[config.mk]
export PLATFORM = sky130hd
export DESIGN_NAME = multdiv_unit
export DESIGN_NICKNAME = d
export VERILOG_FILES = /design/src/rtl/cpu_pkg.sv /design/src/rtl/restoring_div_step.sv /design/src/rtl/multdiv_unit.sv
export SDC_FILE = /design/constraint.sdc
export NUM_CORES = 1
export LEC_CHECK = 0
export BUFFER_PORTS_ARGS = -buffer_cell sky130_fd_sc_hd__buf_2
export CAP_MARGIN = 40
export CORE_ASPECT_RATIO = 0.6
export CORE_MARGIN = 5
export CORE_UTILIZATION = 30
export DETAILED_ROUTE_END_ITERATION = 16
export GPL_TIMING_DRIVEN = 1
export SYNTH_ARGS = -nofsm -noshare
export SYNTH_HDL_FRONTEND = slang
export SYNTH_SLANG_ARGS = --single-unit
[constraint.sdc]
create_clock -name clock -period 4.7 [get_ports clock]
set_input_delay 0.47 -clock clock [delete_from_list [all_inputs] [get_ports clock]]
set_output_delay 0.47 -clock clock [all_outputs]
set_load 0.02 [all_outputs]
[src/rtl/cpu_pkg.sv]
// Constants shared by the DX decode, stall logic and the multiply/divide engine.
package cpu_pkg;

  localparam logic [4:0] ALUOP_MULT = 5'b00110;
  localparam logic [4:0] ALUOP_DIV  = 5'b00111;

  typedef enum logic [1:0] {
    MD_IDLE = 2'b00,
    MD_MULT = 2'b01,
    MD_DIV  = 2'b10,
    MD_DONE = 2'b11
  } md_state_e;

  // The stall logic needs the same notion of "iterating" as the engine.
  function automatic logic md_is_busy(input md_state_e s);
    return (s == MD_MULT) || (s == MD_DIV);
  endfunction

endpackage

[src/rtl/restoring_div_step.sv]
// One restoring-division iteration on unsigned magnitudes: shift in the next
// dividend bit, trial-subtract the divisor, keep the difference if it fits.
module restoring_div_step #(
  parameter int WIDTH = 32
) (
  input  logic [WIDTH-1:0] rem_i,
  input  logic [WIDTH-1:0] quo_i,
  input  logic [WIDTH:0]   dvsr_i,
  output logic [WIDTH-1:0] rem_o,
  output logic [WIDTH-1:0] quo_o
);

  logic [WIDTH:0] shifted_s;
  logic [WIDTH:0] trial_s;

  // Since rem < divisor, shifted-divisor lies within +/-2^WIDTH, so the sign bit is the borrow.
  always_comb begin
    shifted_s = {rem_i, quo_i[WIDTH-1]};
    trial_s   = shifted_s - dvsr_i;
    if (!trial_s[WIDTH]) begin
      rem_o = trial_s[WIDTH-1:0];
      quo_o = {quo_i[WIDTH-2:0], 1'b1};
    end else begin
      rem_o = shifted_s[WIDTH-1:0];
      quo_o = {quo_i[WIDTH-2:0], 1'b0};
    end
  end

endmodule

[src/rtl/multdiv_unit.sv]
// Multi-cycle signed multiply (radix-2 Booth) / divide (restoring) engine
// beside the ALU; fixed WIDTH+1 cycle latency from start to result-ready.
module multdiv_unit
  import cpu_pkg::*;
#(
  parameter int WIDTH = 32,
  parameter int CNT_W = 6
) (
  input  logic             clock,
  input  logic             reset,
  input  logic             ctrl_MULT,
  input  logic             ctrl_DIV,
  input  logic [WIDTH-1:0] data_operandA,
  input  logic [WIDTH-1:0] data_operandB,
  input  logic [4:0]       rd_in,
  output logic [WIDTH-1:0] data_result,
  output logic             data_exception,
  output logic             data_resultRDY,
  output logic [4:0]       rd_out,
  output logic             busy
);

  md_state_e          state_q, state_d;
  logic [CNT_W-1:0]   count_q, count_d;
  logic [2*WIDTH:0]   prod_q, prod_d;
  logic [WIDTH-1:0]   mcand_q, mcand_d;
  logic [WIDTH-1:0]   rem_q, rem_d;
  logic [WIDTH-1:0]   quo_q, quo_d;
  logic [WIDTH:0]     dvsr_q, dvsr_d;
  logic               neg_q, neg_d;
  logic               dz_q, dz_d;
  logic [4:0]         rd_q, rd_d;
  logic [WIDTH-1:0]   result_q, result_d;
  logic               exc_q, exc_d;
  logic               rdy_q, rdy_d;
  logic               busy_q, busy_d;

  logic [WIDTH:0]     upper_ext_s, mc_ext_s, booth_sum_s;
  logic [2*WIDTH:0]   prod_step_s;
  logic               mult_ovf_s;
  logic [WIDTH-1:0]   rem_step_s, quo_step_s;
  logic [WIDTH-1:0]   div_res_s;
  logic               div_exc_s;
  logic [WIDTH-1:0]   a_mag_s, b_mag_s;
  logic               last_s;

  // Magnitudes read as unsigned, so |0x80000000| stays 0x80000000 instead of wrapping negative.
  assign a_mag_s = data_operandA[WIDTH-1] ? ({WIDTH{1'b0}} - data_operandA) : data_operandA;
  assign b_mag_s = data_operandB[WIDTH-1] ? ({WIDTH{1'b0}} - data_operandB) : data_operandB;
  assign last_s  = (count_q == CNT_W'(WIDTH - 1));

  // Booth step: the partial sum is kept one bit wider so a most-negative multiplicand cannot corrupt the shifted-in sign.
  always_comb begin
    upper_ext_s = {prod_q[2*WIDTH], prod_q[2*WIDTH:WIDTH+1]};
    mc_ext_s    = {mcand_q[WIDTH-1], mcand_q};
    case (prod_q[1:0])
      2'b01:   booth_sum_s = upper_ext_s + mc_ext_s;
      2'b10:   booth_sum_s = upper_ext_s - mc_ext_s;
      default: booth_sum_s = upper_ext_s;
    endcase
    prod_step_s = {booth_sum_s, prod_q[WIDTH:1]};
    mult_ovf_s  = ~((&prod_step_s[2*WIDTH:WIDTH]) | ~(|prod_step_s[2*WIDTH:WIDTH]));
  end

  restoring_div_step #(.WIDTH(WIDTH)) u_div_step (
    .rem_i  (rem_q),
    .quo_i  (quo_q),
    .dvsr_i (dvsr_q),
    .rem_o  (rem_step_s),
    .quo_o  (quo_step_s)
  );

  // Final signed quotient; only +2^(WIDTH-1) (MIN / -1) can exceed the positive range.
  always_comb begin
    if (dz_q) begin
      div_res_s = {WIDTH{1'b0}};
      div_exc_s = 1'b1;
    end else begin
      div_res_s = neg_q ? ({WIDTH{1'b0}} - quo_step_s) : quo_step_s;
      div_exc_s = ~neg_q & quo_step_s[WIDTH-1];
    end
  end

  // Next-state and datapath control.
  always_comb begin
    state_d  = state_q;
    count_d  = count_q;
    prod_d   = prod_q;
    mcand_d  = mcand_q;
    rem_d    = rem_q;
    quo_d    = quo_q;
    dvsr_d   = dvsr_q;
    neg_d    = neg_q;
    dz_d     = dz_q;
    rd_d     = rd_q;
    result_d = result_q;
    exc_d    = exc_q;
    rdy_d    = 1'b0;
    case (state_q)
      MD_IDLE, MD_DONE: begin
        if (ctrl_MULT) begin
          state_d = MD_MULT;
          count_d = {CNT_W{1'b0}};
          prod_d  = {{WIDTH{1'b0}}, data_operandB, 1'b0};
          mcand_d = data_operandA;
          rd_d    = rd_in;
        end else if (ctrl_DIV) begin
          state_d = MD_DIV;
          count_d = {CNT_W{1'b0}};
          rem_d   = {WIDTH{1'b0}};
          quo_d   = a_mag_s;
          dvsr_d  = {1'b0, b_mag_s};
          neg_d   = data_operandA[WIDTH-1] ^ data_operandB[WIDTH-1];
          dz_d    = (data_operandB == {WIDTH{1'b0}});
          rd_d    = rd_in;
        end else begin
          state_d = MD_IDLE;
        end
      end
      MD_MULT: begin
        prod_d  = prod_step_s;
        count_d = count_q + CNT_W'(1);
        if (last_s) begin
          state_d  = MD_DONE;
          result_d = prod_step_s[WIDTH:1];
          exc_d    = mult_ovf_s;
          rdy_d    = 1'b1;
        end else begin
          state_d = MD_MULT;
        end
      end
      MD_DIV: begin
        rem_d   = rem_step_s;
        quo_d   = quo_step_s;
        count_d = count_q + CNT_W'(1);
        if (last_s) begin
          state_d  = MD_DONE;
          result_d = div_res_s;
          exc_d    = div_exc_s;
          rdy_d    = 1'b1;
        end else begin
          state_d = MD_DIV;
        end
      end
      default: begin
        state_d = MD_IDLE;
      end
    endcase
    busy_d = md_is_busy(state_d);
  end

  // State and output registers; reset also aborts an operation in flight.
  always_ff @(posedge clock) begin
    if (reset) begin
      state_q  <= MD_IDLE;
      count_q  <= {CNT_W{1'b0}};
      prod_q   <= {(2*WIDTH+1){1'b0}};
      mcand_q  <= {WIDTH{1'b0}};
      rem_q    <= {WIDTH{1'b0}};
      quo_q    <= {WIDTH{1'b0}};
      dvsr_q   <= {(WIDTH+1){1'b0}};
      neg_q    <= 1'b0;
      dz_q     <= 1'b0;
      rd_q     <= 5'd0;
      result_q <= {WIDTH{1'b0}};
      exc_q    <= 1'b0;
      rdy_q    <= 1'b0;
      busy_q   <= 1'b0;
    end else begin
      state_q  <= state_d;
      count_q  <= count_d;
      prod_q   <= prod_d;
      mcand_q  <= mcand_d;
      rem_q    <= rem_d;
      quo_q    <= quo_d;
      dvsr_q   <= dvsr_d;
      neg_q    <= neg_d;
      dz_q     <= dz_d;
      rd_q     <= rd_d;
      result_q <= result_d;
      exc_q    <= exc_d;
      rdy_q    <= rdy_d;
      busy_q   <= busy_d;
    end
  end

  assign data_result    = result_q;
  assign data_exception = exc_q;
  assign data_resultRDY = rdy_q;
  assign rd_out         = rd_q;
  assign busy           = busy_q;

endmodule

==> Yosys cells after proc, flatten, opt, wreduce, memory -nomap -nowiden <==
Index checks and enable logic that the tools add are counted.
{ "word_totals": {"output_inout_bits": 40, "wordCells": 94, "in_bits": 73, "register_bits": 243} }
{ "classes": {"eq_ne": 14, "bitwise": 8, "n_reduce_logical": 18, "add_sub_neg": 7, "muxes": 33} }
{ "ops": {"columns": ["operator", "count"], "rows": [
  ["$mux W32", 11],
  ["$pmux W32 S2", 3],
  ["$pmux W65 S2", 1],
  ["$sub A1 B32 Y32 const A", 3],
  ["$pmux W33 S2", 1],
  ["$mux W65", 1],
  ["$add A32 B32 Y33", 1],
  ["$reduce_and A33 Y1", 1],
  ["$reduce_or A33 Y1", 1],
  ["$sub A32 B32 Y33", 1],
  ["$sub A33 B32 Y33", 1],
  ["$logic_not A32 Y1", 1],
  ["$mux W6", 2],
  ["$pmux W6 S2", 1],
  ["$mux W5", 2],
  ["$ne A2 B2 Y1 const B", 5],
  ["$reduce_and A3 Y1", 3],
  ["$eq A2 B2 Y1 const B", 4],
  ["$reduce_bool A2 Y1", 4],
  ["$add A6 B1 Y6 const B", 1],
  ["$eq A2 B1 Y1 const B", 3],
  ["$eq A6 B5 Y1 const B", 1],
  ["$mux W1", 6],
  ["$mux W2", 3],
  ["11 further kinds", 19]
]} }

==> Logic depth before layout (Yosys ltp) <==
Gate-level depths: netlist of run 1.
{ "depth": {"word_depth": 8, "depth_mapped": 20, "ltp_nobuf": 19} }

==> Hierarchy <==
Synthesis of run 1 repeated with hierarchy kept, for this count alone.
{ "hier_totals": {"hier_cells": 2204, "area_unflattened_um2": 17085.1} }
{ "modules_own_cells": {"columns": ["mod", "cells_per_inst", "seq_area_each_um2", "area_per_inst_um2", "n_inst"], "rows": [
  ["multdiv_unit", 1863, 4864.7, 14433.8, 1],
  ["restoring_div_step", 341, 0.0, 2651.3, 1]
]} }

==> Worst setup path before layout of run 1 <==
No wires, ideal clock.
{ "synth_path": {"path_kind": "flip-flop to flip-flop", "startpoint": "reg mcand_q[14]", "endpoint": "reg exc_q, in the netlist data_exception", "synth_period_minus_slack_ps": 4578, "n_path_buf": 0, "setup_slack_ps": 122, "arrival_time_ps": 4453, "setup_ps": 125, "stages_incl_launch_ff": 20, "required_time_ps": 4575, "path_cell_list": "dfxtp_1 -> or4_1 -> nor3_2 -> nand2_1 -> or3_4 -> nor4_1 -> a21oi_1 -> xnor2_1 -> ha_1 -> nand2_1 -> or2_2 -> or3b_2 -> o211ai_1 -> a21oi_1 -> o21bai_1 -> xnor2_1 -> o21ai_0 -> or3_1 -> o311ai_1 -> nand2_1"} }
{ "synth_via": {"elab_chain_cells": 8, "word_cells_on_any_way": 10, "classes_between": "2 x add/sub; 3 x mux; 3 x bitwise; 2 x reduce/logical"} }
{ "synth_rtl": {"columns": ["element", "line_no", "rtl"], "rows": [
  ["start: declaration", "multdiv_unit.sv:26", "logic [WIDTH-1:0] mcand_q, mcand_d;"],
  ["start signal: assignment", "multdiv_unit.sv:158", "mcand_q <= {WIDTH{1'b0}};"],
  ["start signal: assignment", "multdiv_unit.sv:173", "mcand_q <= mcand_d;"],
  ["$sub A32 B32 Y33 or $add A32 B32 Y33 (tied branches)", "multdiv_unit.sv:58, multdiv_unit.sv:57", null],
  ["$pmux W33 S2 *", "multdiv_unit.sv:56", "case (prod_q[1:0])"],
  ["$reduce_or A33 Y1", "multdiv_unit.sv:62", "mult_ovf_s = ~((&prod_step_s[2*WIDTH:WIDTH]) | ~(|prod_step_s[2*WIDTH:WIDTH]));"],
  ["$not A1 Y1", "multdiv_unit.sv:62", null],
  ["$or A1 B1 Y1 *", "multdiv_unit.sv:62", null],
  ["$not A1 Y1 *", "multdiv_unit.sv:62", null],
  ["$mux W1 *", "multdiv_unit.sv:123", "if (last_s) begin"],
  ["$pmux W1 S2 *", "multdiv_unit.sv:99", "case (state_q)"],
  ["end signal: assignment", "multdiv_unit.sv:166", "exc_q <= 1'b0;"],
  ["end signal: assignment", "multdiv_unit.sv:181", "exc_q <= exc_d;"],
  ["end: declaration", "multdiv_unit.sv:34", "logic exc_q, exc_d;"]
]} }
Mark *: on every way between the ends. The rest lies on a longest branch, timed or not. The select of a mux whose other input is x is not followed.
A chain may end at the register's enable or synchronous reset.

==> Worst setup path after layout of run 1 <==
{ "layout_path": {"startpoint": "reg mcand_q[4]", "endpoint": "reg exc_q, in the netlist data_exception"} }
The elaborated chain is that of the path after synthesis.

==> metrics.cfg, run 1 <==
[synth]
synth_top_cell_area_share=0.300
synth_edf_count=0
yosysWarnings=0
synth_top_area_cell=dfxtp_1
syn_area_per_cell_um2=7.51
ys_async_sr_fraction=0
ys_top_cells_by_area=dfxtp_1 30%, nand2_1 7.3%, a21oi_1 5.9%
syn_area_um2=16200
synthesis.nets=2308
ys_seq_area_frac=0.300
ys_ff_latch=243
synth_cells=2161
synthFlopType=dfxtp_1
synth_cell_type_count=83

[timing]
grt_setup_unrepaired=yes
setup_tns_ps=0
min_period_ps=4570
maxSlewHeadroom=0.385
skew_ps=24.2
maxSlewViolCount=0
fmax_mhz=219
setup_viol=0
timing.final.crit_share=0.971
worst_pin_slew_ps=922
finalHoldViolCount=0

[critical_path]
crit-reg2reg-launch=mcand_q[4]
cpMaxStageDelayCell=or3_1
cp_max_fo=7
cp.required_ps=5170
worstSetupStartpointType=register
crit_type=register to register
end_kind=register
crit_family=compound AO/OA/AOI/OAI gates
critPathLaunch=mcand_q[4]
critPathBufInv=5
crit_arrival_ps=5030
path_cells=nor3_2 -> buf_4 -> nand4b_1 -> buf_4 -> nor3b_4 -> buf_6 -> buf_4 -> a21oi_1 -> xnor2_1 -> ha_1 -> buf_4 -> o21a_1 -> a21oi_1 -> o21bai_1 -> a21oi_1 -> o211ai_1 -> o221ai_1 -> a21oi_1 -> nand4b_1 -> or3_1 -> o311ai_2 -> nand2_1
slowest_delay_ps=350

[grt]
grt_pass1_vias=14700
grt_pass1_wl_um=86900
grt_usage=0.184
grt_antenna_before_repair=9
grt_max_degree=112
grt_overflow_total=0

[layout]
final_cell_mix=312 x nand2_1, 242 x dfxtp_1, 228 x nor2_1
drive_above_1_share=0.159
final_net_count=2446
fillers=5632
fin_util=0.361
syn_to_final_growth_pct=19.7
final_common_cell=nand2_1

[flow_run]
max_cap_violations=0

[routing]
drt_wl_total_um=56700
drtIter0Drc=1434
num_vias=16300
drt_first_pass_iters=6
wire_per_inst_um=18.7
vias_per_cell=5.35
ant_nets=0
drcViolationCount=0

[die]
rows=66
die_x_um=310
io_pins=113
die_h_um=190
coreArea_um2=53800
initial_core_util=0.302
die-area_um2=59000

[hold_path]
hold_start=rd_in[2]
min_path_type=input pin to register

[pwr]
clkPwrFrac=0.271
p_total_uw=8500
p_comb_frac=0.434
p_sw_uw=3450
leakagePower_uw=0.00744
power.internal_uw=5060
netSwitchingFraction=0.405
peakVddDrop_mv=0.296
power_density_nw_per_um2=438
p_seq_frac=0.295

[cts]
clk_pin_slew_ps=70
clock-sinks=243
cts_root_buf=clkbuf_16
cts_hold_buf=0
cts_buffer_depth=3
h-tree-depth=1
cts_tree=yes
cts_buffers=30
clock_latency_ps=580

[outcome]
status=finished, final reports clean

[placed_design]
port_buffers=112
dp_hpwl_um=42700
gp_congestion=0.935

==> cell usage after synthesis, types with 3 or more instances <==
cell / count
o21a_1: 12
buf_1: 10
mux2_2: 10
nand4_1: 13
a21o_1: 25
a21oi_1: 192
nand2b_1: 15
a22oi_1: 22
or3_1: 27
a311oi_1: 3
nor2_1: 232
nand2_1: 314
nand3_1: 29
xor2_1: 83
o21ai_1: 5
or4_1: 14
nor2b_1: 14
mux2i_1: 49
nor4_1: 12
a31oi_1: 13
a211oi_1: 99
o21bai_1: 8
a32oi_1: 7
nor3_1: 37
nor4b_1: 7
o311ai_1: 3
o31a_1: 5
o211ai_1: 10
dfxtp_1: 243
or2_2: 14
and3_1: 8
a2bb2oi_1: 4
ha_1: 72
o21ai_0: 149
o31ai_1: 33
or4_4: 4
inv_1: 73
o41ai_1: 19
nand4b_1: 4
xnor2_1: 87
and2_1: 8
clkbuf_1: 112
nor3b_1: 5
==> state kept, by name, indices dropped and copies added (netlist names) <==
name	cells
busy	1
count_q	6
data_exception	1
data_result	32
data_resultRDY	1
dvsr_q	32
dz_q	1
mcand_q	32
neg_q	1
prod_q	65
quo_q	32
rd_out	5
rem_q	32
state_q	2
==> path summary, 6_finish.rpt <==
kind | to | slack (ps) | depth (start not counted)
max | data_exception | 130 | 22
min | rd_out[2] | 140 | 3
max reg2reg | data_exception | 130 | 22
min reg2reg | rd_out[2] | 460 | 2
==> area by class of cell <==
| type | count | area (um^2) | share of cell area |
|---|---|---|---|
| flip-flops and latches | 243 | 4870 | 0.250 |
| multi-input cells | 1718 | 10900 | 0.563 |
| well taps | 714 | 893 | 0.0460 |
| inverters | 76 | 285 | 0.0147 |
| clock inverters | 13 | 104 | 0.00534 |
| clock buffers | 41 | 863 | 0.0444 |
| repair buffers | 230 | 1470 | 0.0757 |
| diodes | 3 | 7.51 | 0.000386 |
==> repair_timing <==
| item | CTS | global route |
|---|---|---|
| setup endpoints to repair | 1 | 10 |
| resized for setup | 1 | 58 |
| gates cloned | 0 | 0 |
| buffers inserted | 0 | 9 |
| pin swaps | 0 | 29 |
==> metal layers <==
layer  wire length (um)  global-route usage
met3               4820              0.0430
met2              22300               0.259
met1              28100               0.282
met4               1440              0.0432
met5                 47                   0
==> power groups by stage <==
stage                     Combinational [uW]  Sequential, uW  Clock [uW]
final                                   3690            2510        2310
after CTS                               3510            2490        2360
after global routing                    4040            2530        2450
after floorplan                         2380            2470           0
after detailed placement                3490            2540           0
after global placement                  3420            2520           0
==> logic make-up after synthesis <==
kind of cell | Yosys count | share of synthesized area
mux | 59 | 0.0371
xor+xnor | 171 | 0.0927
buf+inv | 200 | 0.0466
flops | 243 | 0.300
simple gates | 771 | 0.215
compound gates | 643 | 0.251
fa+ha+maj | 74 | 0.0580
==> metrics by stage <==
| stage | setup WS [ps] | instances | instance area, um^2 | hold WS (ps) |
|---|---|---|---|---|
| after detailed placement | 7.30 | 2972 | 18100 | 455 |
| final | 134 | 3038 | 19400 | 144 |
| after global routing | -92.1 | 3038 | 19400 | 133 |
| after floorplan | 122 | 2161 | 16200 | 432 |
| after CTS | 19.4 | 3026 | 19100 | 115 |
| after global placement | 38.4 | 2970 | 18100 | 440 |
==> worst register-to-register path, stage by stage, from the launching register on <==
cell and delay, ps:
dfxtp_1 320, nor3_2 220, buf_4 150, nand4b_1 180, buf_4 210, nor3b_4 290, buf_6 170, buf_4 110
a21oi_1 80, xnor2_1 260, ha_1 300, buf_4 170, o21a_1 160, a21oi_1 180, o21bai_1 80, a21oi_1 280
o211ai_1 130, o221ai_1 250, a21oi_1 70, nand4b_1 200, or3_1 350, o311ai_2 230, nand2_1 80
(Power assumes the default switching activity.)
==> inputs of run 2 (changes only) <==
CORE_UTILIZATION = 39   (was 30)
==> metrics.cfg, run 2 (synthesis results as in run 1) <==
[outcome]
status=finished, final reports clean

[cts]
clk_pin_slew_ps=60  ; about the same
h-tree-depth=1  ; unchanged
cts_buffer_depth=3  ; unchanged
clock_latency_ps=560  ; -20 ps
cts_hold_buf=0  ; unchanged
cts_root_buf=clkbuf_16
cts_tree=yes
cts_buffers=27  ; -10%
clock-sinks=243  ; unchanged

[die]
initial_core_util=0.398  ; +0.0964
coreArea_um2=40800  ; -24%
rows=57  ; -14%
die_x_um=273  ; -12%
io_pins=113  ; unchanged
die_h_um=168  ; -12%
die-area_um2=45900  ; -22%

[placed_design]
place_inst=2788  ; -6.2%
pre_cts_ws_ps=46.9  ; +39.6 ps
gp_congestion=0.970  ; +3.7%
dp_hpwl_um=42900  ; +0.46%
port_buffers=112  ; unchanged

[pwr]
leakagePower_uw=0.00717  ; -3.6%
p_total_uw=8280  ; -2.7%
peakVddDrop_mv=0.305  ; +3.0%
power_density_nw_per_um2=441  ; +0.72%

[layout]
largest_register_ffs=65  ; unchanged
drive_above_1_share=0.140  ; -0.0193
final_cell_mix=313 x nand2_1, 243 x dfxtp_1, 227 x nor2_1
final_common_cell=nand2_1
regMostFlops=prod_q
final_cells=2840  ; -6.5%
final_net_count=2405  ; -1.7%
fin_util=0.460  ; +0.0994
syn_to_final_growth_pct=15.7

[critical_path]
end_kind=register
rr_worst_depth=18  ; -18%
reg2reg_to=data_exception
crit_arrival_ps=5030  ; about the same
cpMaxStageDelayCell=ha_1
crit-reg2reg-launch=mcand_q[2]
cp.required_ps=5140  ; -30 ps
worstSetupStartpointType=register
crit_type=register to register
path_cells=nor3_2 -> nand2_1 -> nor3b_2 -> buf_4 -> nor2_1 -> xnor2_1 -> ha_1 -> a21oi_1 -> o21ai_0 -> or3_1 -> o21ai_0 -> o311ai_1 -> o21ai_0 -> xnor2_1 -> mux2_2 -> or3_1 -> o311ai_1 -> nand2_1
r2r_setup_slack_ps=100  ; -30 ps
crit_path_end=data_exception
slowest_delay_ps=380  ; +30 ps
cp_max_fo=7  ; unchanged
critPathLaunch=mcand_q[2]
crit_top_cell=o21ai_0

[flow_run]
max_cap_violations=0  ; unchanged

[routing]
wire_per_inst_um=20.0  ; +6.9%
drtIter0Drc=1626  ; +13%
num_vias=16200  ; -0.60%
drcViolationCount=0  ; unchanged
vias_per_cell=5.69  ; +6.3%
drt_first_pass_iters=6  ; unchanged
ant_nets=0  ; unchanged
drt_wl_total_um=56700  ; about the same

[grt]
grt_antenna_before_repair=4  ; -5
grt_usage=0.234  ; +0.0498
grt_pass1_wl_um=86600  ; -0.33%
grt_max_degree=73  ; -35%
grt_pass1_vias=14600  ; -0.90%
grt_overflow_total=0  ; unchanged

[timing]
timing.final.crit_share=0.978  ; +0.00643
min_period_ps=4600  ; +30.2 ps
holdWs_ps=163  ; +18.7 ps
worst_pin_slew_ps=862  ; -60.0 ps
maxSlewHeadroom=0.425  ; +0.0400
setup_viol=0  ; unchanged
fmax_mhz=218  ; -0.66%
finalHoldViolCount=0  ; unchanged
fin_ws_ps=104  ; -30.2 ps
maxSlewViolCount=0  ; unchanged
skew_ps=23.0  ; -1.16 ps
grt_setup_unrepaired=yes

[hold_path]
min_path_type=input pin to register
hold_start=rd_in[4]

[run 2: cell count changes in the layout (fill, tap and decap cells not counted), sizes merged]
cell,previous run,this run
clkbuf,41,36
clkinvlp,1,4
bufinv,1,3
clkinv,11,6
buf,230,192
inv,76,75
[run 2: per-layer routing]
metal  vias to the layer above  share of wire  GRT usage
met5                         -              0          0
met4                         0          0.016     0.0386
met3                        49          0.095     0.0644
met2                       590           0.37      0.302
met1                      7651           0.52      0.381
li1                       7880              -          -
[run 2: through the flow]
step | TNS [ps] | cell area [um^2]
finish | 0 | 18800
global route | -175 | 18800
CTS | 0 | 18600
detailed placement | 0 | 17700
global placement | 0 | 17700
floorplan | 0 | 16200
[run 2: worst min-delay path by stage]
stage	to	slack, ps	cells after the start
after global routing	rd_out[0]	160	3
after CTS	rd_out[4]	150	3
after floorplan	prod_q[0]	430	2
after detailed placement	prod_q[0]	450	2
after global placement	rd_out[4]	440	2
final	rd_out[4]	160	3
[run 2: timing repair]
action                     4_1_cts  5_1_grt
setup endpoints to repair        0        9
resized for setup                0       37
setup buffers                    0        1
[run 2: area by class of cell]
class                   instances  area [um^2]
well taps                     560          701
fillers                      4129        22000
repair buffers                192         1190
inverters                      76          285
flip-flops and latches        243         4860
clock inverters                12          149
clock buffers                  36          739
diodes                          3         7.51
multi-input cells            1718        10800
[run 2: critical path: cells and delay by family, from the launching register on]
| kind | cells | cell delay [ps] |
|---|---|---|
| xor gates and xnor gates | 2 | 420 |
| muxes | 1 | 310 |
| DFF | 1 | 320 |
| and+or+nand+nor | 7 | 1330 |
| adders and majority gates | 1 | 380 |
| AOI/OAI and AO/OA | 6 | 1550 |
| buffers and inverters | 1 | 160 |
[run 2: power by group]
part | internal (uW) | switching [uW]
clock | 1270 | 938
combinational | 1340 | 2240
sequential | 2270 | 219
==> inputs of run 3 (changes only) <==
PLACE_DENSITY = 0.56   (was not set)
SETUP_SLACK_MARGIN = 0.15   (was not set)
==> metrics.cfg, run 3 (synthesis results as in run 1) <==
[critical_path]
cp.required_ps=5130  ; about the same
crit_path_end=data_exception
worstSetupStartpointType=register
rr_worst_depth=21  ; +3
crit_arrival_ps=4890  ; -140 ps
slowest_delay_ps=550  ; +170 ps
path_cells=or4_4 -> nor3_4 -> nand2_2 -> or3_4 -> nor3_1 -> nor2_1 -> xnor2_1 -> ha_1 -> nand4_1 -> or2_4 -> or3b_4 -> o211ai_1 -> a21oi_2 -> o21bai_1 -> xnor2_1 -> o21ai_1 -> buf_4 -> buf_4 -> nand4_1 -> o311ai_1 -> nand2_1
cpMaxStageDelayCell=or4_4
reg2reg_to=data_exception
cp_max_fo=4  ; -3
crit-reg2reg-launch=mcand_q[14]
crit_type=register to register
r2r_setup_slack_ps=240  ; +130 ps
critPathLaunch=mcand_q[14]
end_kind=register

[layout]
final_net_count=2411  ; +0.25%
final_cell_mix=312 x nand2_1, 241 x dfxtp_1, 228 x nor2_1
regMostFlops=prod_q
final_common_cell=nand2_1
syn_to_final_growth_pct=16.4
final_cells=2846  ; +0.21%
largest_register_ffs=65  ; unchanged
fillers=4141  ; +0.29%
drive_above_1_share=0.144  ; +0.00401

[die]
initial_core_util=0.398  ; unchanged
die_x_um=273  ; unchanged
rows=57  ; unchanged
die-area_um2=45900  ; unchanged
coreArea_um2=40800  ; unchanged
io_pins=113  ; unchanged
die_h_um=168  ; unchanged

[routing]
drt_wl_total_um=58300  ; +2.9%
drt_first_pass_iters=5  ; -1
ant_nets=0  ; unchanged
vias_per_cell=5.73  ; +0.60%
drcViolationCount=0  ; unchanged
drtIter0Drc=1736  ; +6.8%
num_vias=16300  ; +0.81%
wire_per_inst_um=20.5  ; +2.7%

[cts]
clk_pin_slew_ps=60  ; about the same
clock_latency_ps=560  ; about the same
cts_root_buf=clkbuf_16
cts_hold_buf=0  ; unchanged
cts_tree=yes
cts_buffer_depth=3  ; unchanged
cts_buffers=27  ; unchanged
h-tree-depth=1  ; unchanged
clock-sinks=243  ; unchanged

[flow_run]
max_cap_violations=0  ; unchanged

[timing]
setup_viol=0  ; unchanged
grt_setup_unrepaired=yes
maxSlewViolCount=0  ; unchanged
maxSlewHeadroom=0.445  ; +0.0197
skew_ps=17.4  ; -5.66 ps
finalHoldViolCount=0  ; unchanged
fmax_mhz=224  ; +3.0%
timing.final.crit_share=0.949  ; -0.0285
min_period_ps=4460  ; -134 ps
worst_pin_slew_ps=833  ; -29.5 ps

[grt]
grt_max_degree=78  ; +6.8%
grt_overflow_total=0  ; unchanged
grt_pass1_wl_um=89400  ; +3.2%
grt_antenna_before_repair=2  ; -2
grt_pass1_vias=14700  ; +0.62%
grt_usage=0.244  ; +0.0101

[pwr]
power.internal_uw=4910  ; +0.59%
power_density_nw_per_um2=439  ; -0.47%
p_seq_frac=0.303  ; +0.002
clkPwrFrac=0.261  ; -0.006
leakagePower_uw=0.00721  ; +0.48%
p_sw_uw=3380  ; -0.41%
peakVddDrop_mv=0.287  ; -6.1%
p_comb_frac=0.436  ; +0.004
netSwitchingFraction=0.408  ; -0.00241
p_total_uw=8290  ; +0.18%

[hold_path]
min_path_type=input pin to register

[placed_design]
port_buffers=112  ; unchanged
gp_congestion=0.983  ; +1.3%
place_inst=2787  ; -0.036%
dp_hpwl_um=44700  ; +4.1%

[outcome]
status=finished, final reports clean

-- run 3: changes by cell type in the layout (fill, tap and decap cells not counted), moves of 3 or more --
cell / before / now
a21oi_1: 187 / 183
a21oi_2: 5 / 9
buf_6: 2 / 8
clkbuf_8: 3 / 6
clkinvlp_4: 4 / 1
nor3_2: 4 / 1
o21ai_0: 145 / 141
o21ai_1: 6 / 10
-- run 3: what timing repair did --
| action | in CTS | in global routing |
|---|---|---|
| resized for setup | 18 | 41 |
| setup endpoints to repair | 1 | 9 |
| pin swaps | 13 | 21 |
| buffers inserted | 6 | 2 |
-- run 3: area by class of cell --
| class | count | area (um^2) | share of cell area |
|---|---|---|---|
| antenna | 3 | 7.51 | 0.000397 |
| clock buffer | 41 | 788 | 0.0417 |
| clock inverter | 7 | 95.1 | 0.00503 |
| inverter | 76 | 285 | 0.0151 |
| multi-input combinational | 1718 | 10900 | 0.577 |
| sequential | 243 | 4870 | 0.257 |
| tap | 560 | 701 | 0.0371 |
| timing repair buffer | 198 | 1260 | 0.0666 |
-- run 3: metrics by stage --
stage	worst slack, ps	setup TNS [ps]	utilization	area, um^2	hold WS, ps
after floorplan	191	0	-	16200	432
after global placement	79.9	0	0.433	17700	438
after detailed placement	-58.5	-58.5	0.434	17700	446
after CTS	153	0	0.458	18700	130
after global routing	26.8	0	0.463	18900	135
final	238	0	0.463	18900	153
-- run 3: power groups by stage --
| stage | Sequential [uW] | Combinational (uW) | Clock, uW |
|---|---|---|---|
| after global routing | 2530 | 3960 | 2310 |
| after CTS | 2500 | 3470 | 2210 |
| after detailed placement | 2540 | 3420 | 0 |
| after floorplan | 2470 | 2380 | 0 |
| after global placement | 2530 | 3360 | 0 |
| final | 2510 | 3620 | 2170 |
-- run 3: how the worst min path moves through the flow --
stage                     cells after the start       from  slack, ps         to
after detailed placement                      2  rd_out[4]        450  rd_out[4]
after floorplan                               2  prod_q[0]        430  prod_q[0]
final                                         3   rd_in[0]        150  rd_out[0]
after global routing                          3   rd_in[1]        130  rd_out[1]
after global placement                        2  rd_out[1]        440  rd_out[1]
after CTS                                     3   rd_in[1]        130  rd_out[1]
-- run 3: worst max-delay path: cells and delay by family (launching register included) --
family	cells	cell delay [ps]
and+or+nand+nor	11	2360
AOI/OAI and AO/OA	5	860
DFF	1	320
adders and majority gates	1	310
xor gates and xnor gates	2	260
buffers and inverters	2	240
-- run 3: routing by layer --
layer / GRT usage / wire (um) / vias to the layer above
met4: 0.0289 / 680 / 0
met3: 0.0725 / 6280 / 47
li1: - / - / 7897
met1: 0.403 / 30100 / 7703
met2: 0.309 / 21300 / 654
met5: 0 / 0 / -
